$ cat src/rtl/rc_pkg.sv
// ---------------------------------------------------------------------------
// rc_pkg
//   Shared types and helpers for the row/column move decoder.
//   - rc_state_t : decoder FSM states
//   - ILL_*      : illegal_code values reported on a rejected move
//   - rc_index   : 1-based (row, col) to cell bit index on an n*n board.
//                  (1,1) maps to the MSB and (n,n) to bit 0.
// ---------------------------------------------------------------------------
package rc_pkg;

    typedef enum logic [2:0] {
        IDLE   = 3'd0,
        CHECK  = 3'd1,
        COMMIT = 3'd2,
        REJECT = 3'd3,
        FULL   = 3'd4
    } rc_state_t;

    localparam logic [1:0] ILL_NONE     = 2'b00;
    localparam logic [1:0] ILL_RANGE    = 2'b01;
    localparam logic [1:0] ILL_OCCUPIED = 2'b10;

    // Column-major with column 1 in the top bits; matches the board store layout.
    function automatic int rc_index(input int n, input int row, input int col);
        return n * n - 1 - ((col - 1) * n + (row - 1));
    endfunction

endpackage

$ cat src/rtl/rc_cell_index.sv
// ---------------------------------------------------------------------------
// rc_cell_index
//   Combinational (row, col) -> {range_ok, one-hot cell strobe}.
//   Ports:
//     row, col  in  CW     1-based coordinates (0 is never valid)
//     range_ok  out 1      both coordinates within 1..N
//     onehot    out N*N    single bit set at rc_index(N,row,col), zero if out of range
// ---------------------------------------------------------------------------
module rc_cell_index
    import rc_pkg::*;
#(
    parameter int N  = 3,
    parameter int CW = $clog2(N + 1)
) (
    input  logic [CW-1:0]  row,
    input  logic [CW-1:0]  col,
    output logic           range_ok,
    output logic [N*N-1:0] onehot
);

    localparam logic [CW-1:0] NMAX = CW'(N);

    always_comb begin
        range_ok = (row != '0) && (row <= NMAX) && (col != '0) && (col <= NMAX);
        onehot   = '0;
        // Gating with range_ok keeps the strobe zero for coordinates whose
        // formula result would alias onto a real cell.
        for (int i = 0; i < N * N; i++) begin
            onehot[i] = range_ok && (rc_index(N, int'(row), int'(col)) == i);
        end
    end

endmodule

$ cat src/rtl/rc_move_decoder.sv
// ---------------------------------------------------------------------------
// rc_move_decoder
//   Turns a (row, col) move request into a one-hot N*N cell write strobe,
//   with handshake, range/occupancy checking, alternating players,
//   per-player occupancy masks, board-full detection and new-game clear.
//
//   state  | meaning
//   -------+---------------------------------------------------------------
//   IDLE   | waiting for move_valid; move_ready=1, coordinates latched on accept
//   CHECK  | latched coordinates evaluated for range and occupancy
//   COMMIT | write strobe issued, mask updated, player toggled, count++
//   REJECT | illegal pulse issued with its code, nothing else changes
//   FULL   | every cell occupied; requests ignored until clear/reset
//
//   Ports:
//     clk, reset    clock, synchronous active-high reset
//     clear         synchronous new-game clear (same priority as reset)
//     move_valid/move_ready   request handshake, row/col sampled on accept
//     cell_we       one-hot write strobe (1-cycle), cell_player owns it
//     player        player to move next
//     mask_p0/p1    cells held by each player
//     illegal       1-cycle reject pulse, illegal_code held until next accept
//     board_full    all cells occupied
//     move_count    accepted (committed) moves since reset/clear
// ---------------------------------------------------------------------------
module rc_move_decoder
    import rc_pkg::*;
#(
    parameter int N            = 3,
    parameter bit FIRST_PLAYER = 1'b0,
    localparam int CW          = $clog2(N + 1),
    localparam int CELLS       = N * N,
    localparam int MCW         = $clog2(N * N + 1)
) (
    input  logic             clk,
    input  logic             reset,
    input  logic             clear,
    input  logic             move_valid,
    output logic             move_ready,
    input  logic [CW-1:0]    row,
    input  logic [CW-1:0]    col,
    output logic [CELLS-1:0] cell_we,
    output logic             cell_player,
    output logic             player,
    output logic [CELLS-1:0] mask_p0,
    output logic [CELLS-1:0] mask_p1,
    output logic             illegal,
    output logic [1:0]       illegal_code,
    output logic             board_full,
    output logic [MCW-1:0]   move_count
);

    localparam logic [MCW-1:0] LAST_MOVE = MCW'(CELLS - 1);

    rc_state_t        state;
    logic [CW-1:0]    row_q;
    logic [CW-1:0]    col_q;
    logic             range_ok;
    logic [CELLS-1:0] cell_hot;
    logic             occupied;

    rc_cell_index #(
        .N  (N),
        .CW (CW)
    ) u_cell_index (
        .row      (row_q),
        .col      (col_q),
        .range_ok (range_ok),
        .onehot   (cell_hot)
    );

    assign occupied = |(cell_hot & (mask_p0 | mask_p1));

    always_ff @(posedge clk) begin
        if (reset || clear) begin
            state        <= IDLE;
            // Ready stays low through the reset cycle; a clear lands straight in IDLE.
            move_ready   <= !reset;
            row_q        <= '0;
            col_q        <= '0;
            cell_we      <= '0;
            cell_player  <= FIRST_PLAYER;
            player       <= FIRST_PLAYER;
            mask_p0      <= '0;
            mask_p1      <= '0;
            illegal      <= 1'b0;
            illegal_code <= ILL_NONE;
            board_full   <= 1'b0;
            move_count   <= '0;
        end else begin
            cell_we <= '0;
            illegal <= 1'b0;
            case (state)
                IDLE: begin
                    if (move_valid && move_ready) begin
                        row_q        <= row;
                        col_q        <= col;
                        illegal_code <= ILL_NONE;
                        move_ready   <= 1'b0;
                        state        <= CHECK;
                    end else begin
                        move_ready <= 1'b1;
                    end
                end
                CHECK: begin
                    state <= (range_ok && !occupied) ? COMMIT : REJECT;
                end
                COMMIT: begin
                    cell_we     <= cell_hot;
                    cell_player <= player;
                    if (player) begin
                        mask_p1 <= mask_p1 | cell_hot;
                    end else begin
                        mask_p0 <= mask_p0 | cell_hot;
                    end
                    player     <= !player;
                    move_count <= move_count + MCW'(1);
                    if (move_count == LAST_MOVE) begin
                        board_full <= 1'b1;
                        move_ready <= 1'b0;
                        state      <= FULL;
                    end else begin
                        move_ready <= 1'b1;
                        state      <= IDLE;
                    end
                end
                REJECT: begin
                    illegal      <= 1'b1;
                    // Out-of-range takes precedence: an invalid coordinate has no cell to be occupied.
                    illegal_code <= range_ok ? ILL_OCCUPIED : ILL_RANGE;
                    move_ready   <= 1'b1;
                    state        <= IDLE;
                end
                FULL: begin
                    move_ready <= 1'b0;
                end
                default: begin
                    move_ready <= 1'b1;
                    state      <= IDLE;
                end
            endcase
        end
    end

endmodule

$ cat config.mk
export PLATFORM = sky130hd
export DESIGN_NAME = rc_move_decoder
export DESIGN_NICKNAME = d
export VERILOG_FILES = /design/src/rtl/rc_pkg.sv /design/src/rtl/rc_cell_index.sv /design/src/rtl/rc_move_decoder.sv
export SDC_FILE = /design/constraint.sdc
export NUM_CORES = 1
export LEC_CHECK = 0
export CORE_AREA = 2 2 50 98
export DETAILED_ROUTE_END_ITERATION = 8
export DIE_AREA = 0 0 52 100
export GPL_TIMING_DRIVEN = 0
export PLACE_DENSITY = 0.76
export SYNTH_ARGS = -nofsm -noshare
export SYNTH_HDL_FRONTEND = slang
export SYNTH_SLANG_ARGS = --single-unit
$ cat constraint.sdc
create_clock -name clk -period 3.8 [get_ports clk]
set_clock_uncertainty 0.15 [all_clocks]
set_input_delay 0.95 -clock clk [delete_from_list [all_inputs] [get_ports clk]]
set_output_delay 0.95 -clock clk [all_outputs]
set_load 0.05 [all_outputs]
======== Word level (Yosys, flattened, before mapping) ========
Index checks and enable logic that the tools add are counted.
storage, ports and cells
  logic and storage cells ................. 86
  bits in registers ....................... 45
cells by class
  multiply operators ...................... 1
  reductions and logical operators ........ 31
  order comparisons ....................... 2
  eq/ne operators ......................... 15
  bitwise operators ....................... 7
  add/sub/neg operators ................... 5
  muxes and demuxes ....................... 12
operators by type and width
  cell                   number
  $eq 32x4->1 const B    4
  $eq 32x3->1 const B    2
  $add 32x32->32         1
  $eq 32x2->1 const B    1
  $eq 32x5->1 const B    1
  $logic_not 32->1       1
  $mul 32x3->32 const B  1
  $sub 5x32->32 const A  1
  $or 9x9->9             3
  $logic_and 1x1->1      14
  $pmux 3 s4             1
  $reduce_and 2->1       6
  $and 9x9->9            1
  $reduce_or 9->1        1
  $eq 3x2->1 const B     2
  $mux 3                 2
  $reduce_bool 2->1      3
  $sub 2x1->3 const B    2
  $mux 1                 5
  $add 4x1->4 const B    1
  $eq 4x4->1 const B     1
  $le 2x2->1 const B     2
  $mux 2                 2
  $ne 2x2->1 const B     2
  9 further kinds        13

======== Longest topological paths before layout ========
  depth after elaboration ................. 12
  mapped depth ............................ 16
  depth with buffers taken out ............ 15

======== Cells and area by module ========
From an unflattened synthesis, not the netlist that was laid out.
unflattened totals
  cell total of the unflattened synthesis .. 235
  area total of the unflattened synthesis .. 2163.3 um2
modules (own cells, without submodules)
  module           instances  sequential area each (um2)  cells an instance  area each (um2)
  rc_move_decoder  1          910.9                       174                1630.3
  rc_cell_index    1          0.0                         61                 533.0

======== Least setup slack after synthesis ========
No wires, ideal clock.
  path type ............................... register to register
  start point ............................. register col_q[0]
  end point ............................... register mask_p0[3]
  setup time .............................. 67 ps
  path buffers ............................ 0
  data required time ...................... 3583 ps
  arrival time ............................ 3260 ps
  cell stages (with the launch flop) ...... 14
  path slack .............................. 322 ps
  cells stage by stage .................... dfxtp_1 > inv_1 > ha_1 > xnor2_1 > ha_1 > inv_1 > fa_1 > ha_1 > fa_1 > nor4b_1 > o2bb2ai_1 > o22ai_1 > or3_4 > o21ai_2
between the ends
  longest elaborated chain between the ends .. 7
  elaborated cells between the ends (all ways) .. 11
  those cells by class .................... add/sub (3); mul (1); order compare (1); eq/ne (1); bitwise (1); reduce/logical (4)
ends and longest elaborated chain
  item                    RTL line                source
  from (decl)             rc_move_decoder.sv:57   logic [CW-1:0] col_q;
  from (signal assigned)  rc_move_decoder.sv:97   col_q <= col;
  $sub 2x1->3             rc_pkg.sv:25            return n * n - 1 - ((col - 1) * n + (row - 1));
  $mul 32x3->32           rc_pkg.sv:25
  $add 32x32->32          rc_pkg.sv:25
  $sub 5x32->32           rc_pkg.sv:25
  $eq 32x3->1             rc_cell_index.sv:29     onehot[i] = range_ok && (rc_index(N, int'(row), int'(col)) == i);
  $logic_and 1x1->1 *     rc_cell_index.sv:29
  $or 9x9->9 *            rc_move_decoder.sv:114  mask_p0 <= mask_p0 | cell_hot;
  to (signal assigned)    rc_move_decoder.sv:114
  to (decl)               rc_move_decoder.sv:45   output logic [CELLS-1:0] mask_p0,
Mark *: on every way between the ends. The rest lies on a longest branch, timed or not.
A chain may end at the register's enable or synchronous reset.

======== Worst setup path in the final report ========
Same ends and word-level chain as after synthesis.

==> impl_metrics.csv <==
group,metric,value,unit
status,outcome,"finished clean",
critical_path,cp.arrival,3.68,ns
timing,slew_viol_final,0,
min_path,worstHoldPathType,"flip-flop to flip-flop",
routing,drt_pre_antenna_iters,4,
synthesis,synth.ff_latch_count,45,
routing,wire_per_inst,13.8,um
flow_run,max_cap_viol_count,0,
synthesis,syn-num-nets,259,
clock_tree,root_buffer,"clkbuf_8",
place,io_buffer_count,45,
global_route,grt_pass1_wl,7780,um
clock_tree,cts_hold_buffers,0,
die,rows,35,
synthesis,syn_inst,229,
timing,finalCriticalPeriod,3.58,ns
clock_tree,cts_buffer_depth,2,
die,core,4510,um^2
critical_path,required,3.89,ns
clock_tree,h-tree-depth,2,
synthesis,async_flop_share,0,%
place,globalplace.congestion,0.867,
place,hpwl,3490,um
clock_tree,cts_buffers,5,
timing,setup_viol,0,
power_and_ir_drop,pwr_density_cell,323,nW/um^2
synthesis,synth_edf_count,1,
finish,layout_common_cells,"clkdlybuf4s50_1 (45), dfxtp_1 (43), nor2_1 (25)",
finish,fin_nets,311,
global_route,antenna_found_initial,0,
finish,stdcell_count,337,
power_and_ir_drop,p_leak,1.01,nW
critical_path,worstSetupEndpointType,"flip-flop",
place,dp_cells,329,
synthesis,synthDistinctLibCells,47,
die,pin_count,46,
synthesis,synth_area,2150,um^2
power_and_ir_drop,ir_drop,278,uV
die,dieArea,5200,um^2
synthesis,ys.flop_type,"dfxtp_1",
finish,n_antenna_cell,0,
timing,hold_viol,0,
synthesis,ys_warn_count,0,
timing,slew_headroom,63.6,%
routing,drt-vias-per-instance,5.35,
routing,drt_iter0_markers,21,
global_route,grt_pass1_vias,1743,
timing,max_clock_freq,279,MHz
global_route,grt_max_degree,14,
global_route,overflow,0,
die,initial_core_util,47.8,%
clock_tree,worstSkewPairLatency,0.30,ns
critical_path,cp_max_fo,6,
timing,tightestPinTransition,0.532,ns
finish,final_util,62.0,%
routing,drtAntennaViolNets,0,
synthesis,ys_seq_area_share,42.3,%
clock_tree,cts_tree,"yes",
routing,vias,1804,
clock_tree,clkTransAtPathRegs,0.08,ns
routing,wirelength,4650,um
die,die_y,100,um
critical_path,worstSetupPathType,"flip-flop to flip-flop",
finish,syn_to_final_growth,29.8,%
critical_path,cp-start-kind,"flip-flop",
global_route,track_usage,19.4,%
clock_tree,clock-sinks,45,
finish,final_common_cell,"clkdlybuf4s50_1",
finish,layout-drive-gt1-share,10.3,%
routing,drc,0,
synthesis,avgSynthCellArea,9.41,um^2
timing,fin_crit_sh,94.3,%
die,die_w,52,um
-- worst max-delay path, cell delays in order (launching register included) --
cell	delay [ns]
dfxtp_2	0.39
inv_1	0.06
ha_1	0.30
xnor2_1	0.14
ha_1	0.17
inv_1	0.05
fa_1	0.46
ha_1	0.24
fa_2	0.38
xnor2_1	0.21
and3_1	0.23
o22ai_2	0.15
or3_4	0.46
o21ai_2	0.14
-- power by group --
group / leakage (nW) / internal [mW] / switching (mW) / total [mW]
registers: 0.366 / 0.476 / 0.00304 / 0.479
clock network: 0.0450 / 0.128 / 0.160 / 0.288
logic: 0.599 / 0.0547 / 0.0822 / 0.137
total: 1.01 / 0.658 / 0.245 / 0.903
-- metal layers --
layer  global-route usage (%)  vias to the layer above  part of all wire (%)
met2                     32.1                       41                    51
met5                        0                        -                     0
li1                         -                      906                     -
met3                     3.42                        7                   4.2
met4                     7.69                        0                   1.7
met1                     24.4                      850                    43
-- synth_stat cells, drive strengths merged (4+ instances only) --
master	instances	share of area, %
nor2	25	4.4
mux2i	5	2.3
nor3	5	1.4
dfxtp	44	41
inv	18	3.1
nand2	20	3.7
ha	19	11
nor4	8	2.3
a22o	10	4.1
o21ai	12	3.1
xnor2	4	1.6
clkbuf	8	1.5
a21oi	6	1.4
-- stage by stage --
stage / setup WS (ns) / area (um^2) / hold slack (ns) / power (mW) / TNS [ns]
4_1_cts: 0.0571 / 2770 / 0.315 / 0.895 / 0
3_3_place_gp: 0.0420 / 2670 / 0.289 / 0.607 / 0
6_report: 0.217 / 2800 / 0.313 / 0.903 / 0
3_5_place_dp: -0.103 / 2670 / 0.301 / 0.612 / -0.408
2_1_floorplan: 0.322 / 2150 / 0.310 / 0.578 / 0
5_1_grt: -0.00528 / 2800 / 0.348 / 0.943 / -0.00528
-- worst paths after layout --
check                     startpoint                       to  slack (ns)  cells after the start
max reg2reg    col_q[0]$_SDFFE_PP0P_  mask_p0[3]$_SDFFE_PP0P_        0.22                     13
max            col_q[0]$_SDFFE_PP0P_  mask_p0[3]$_SDFFE_PP0P_        0.22                     13
min reg2reg  board_full$_SDFFE_PP0P_  board_full$_SDFFE_PP0P_        0.31                      2
min          board_full$_SDFFE_PP0P_  board_full$_SDFFE_PP0P_        0.31                      2
-- cell type report --
class                   count  area (um^2)
repair buffers             45          450
fillers                   410         1710
multi-input cells         157         1180
plain buffers               9         38.8
inverters                  18         67.6
flip-flops and latches     45          912
well taps                  55         68.8
clock buffers               6         72.6
clock inverters             2         10.0
-- logic make-up after synthesis --
group | share of synthesized area (%)
and+or+nand+nor | 21.0
AOI/OAI and AO/OA | 13.4
buffers and inverters | 4.82
xor gates and xnor gates | 2.44
adders and majority gates | 13.8
DFF | 42.3
muxes | 2.32
-- flip-flops by register name, summed over array words and instances (netlist names) --
| register | count |
|---|---|
| board_full | 1 |
| illegal_code | 2 |
| move_count | 4 |
| cell_we | 9 |
| mask_p0 | 9 |
| row_q | 2 |
| illegal | 1 |
| col_q | 2 |
| state | 3 |
| mask_p1 | 9 |
| player | 1 |
| cell_player | 1 |
| move_ready | 1 |
-- timing repair --
action,in CTS,in global routing
setup buffers,0,0
pin swaps,0,1
gates resized for setup,3,8
setup endpoints to repair,10,28
No activity file was read; power rests on OpenSTA's default activity.
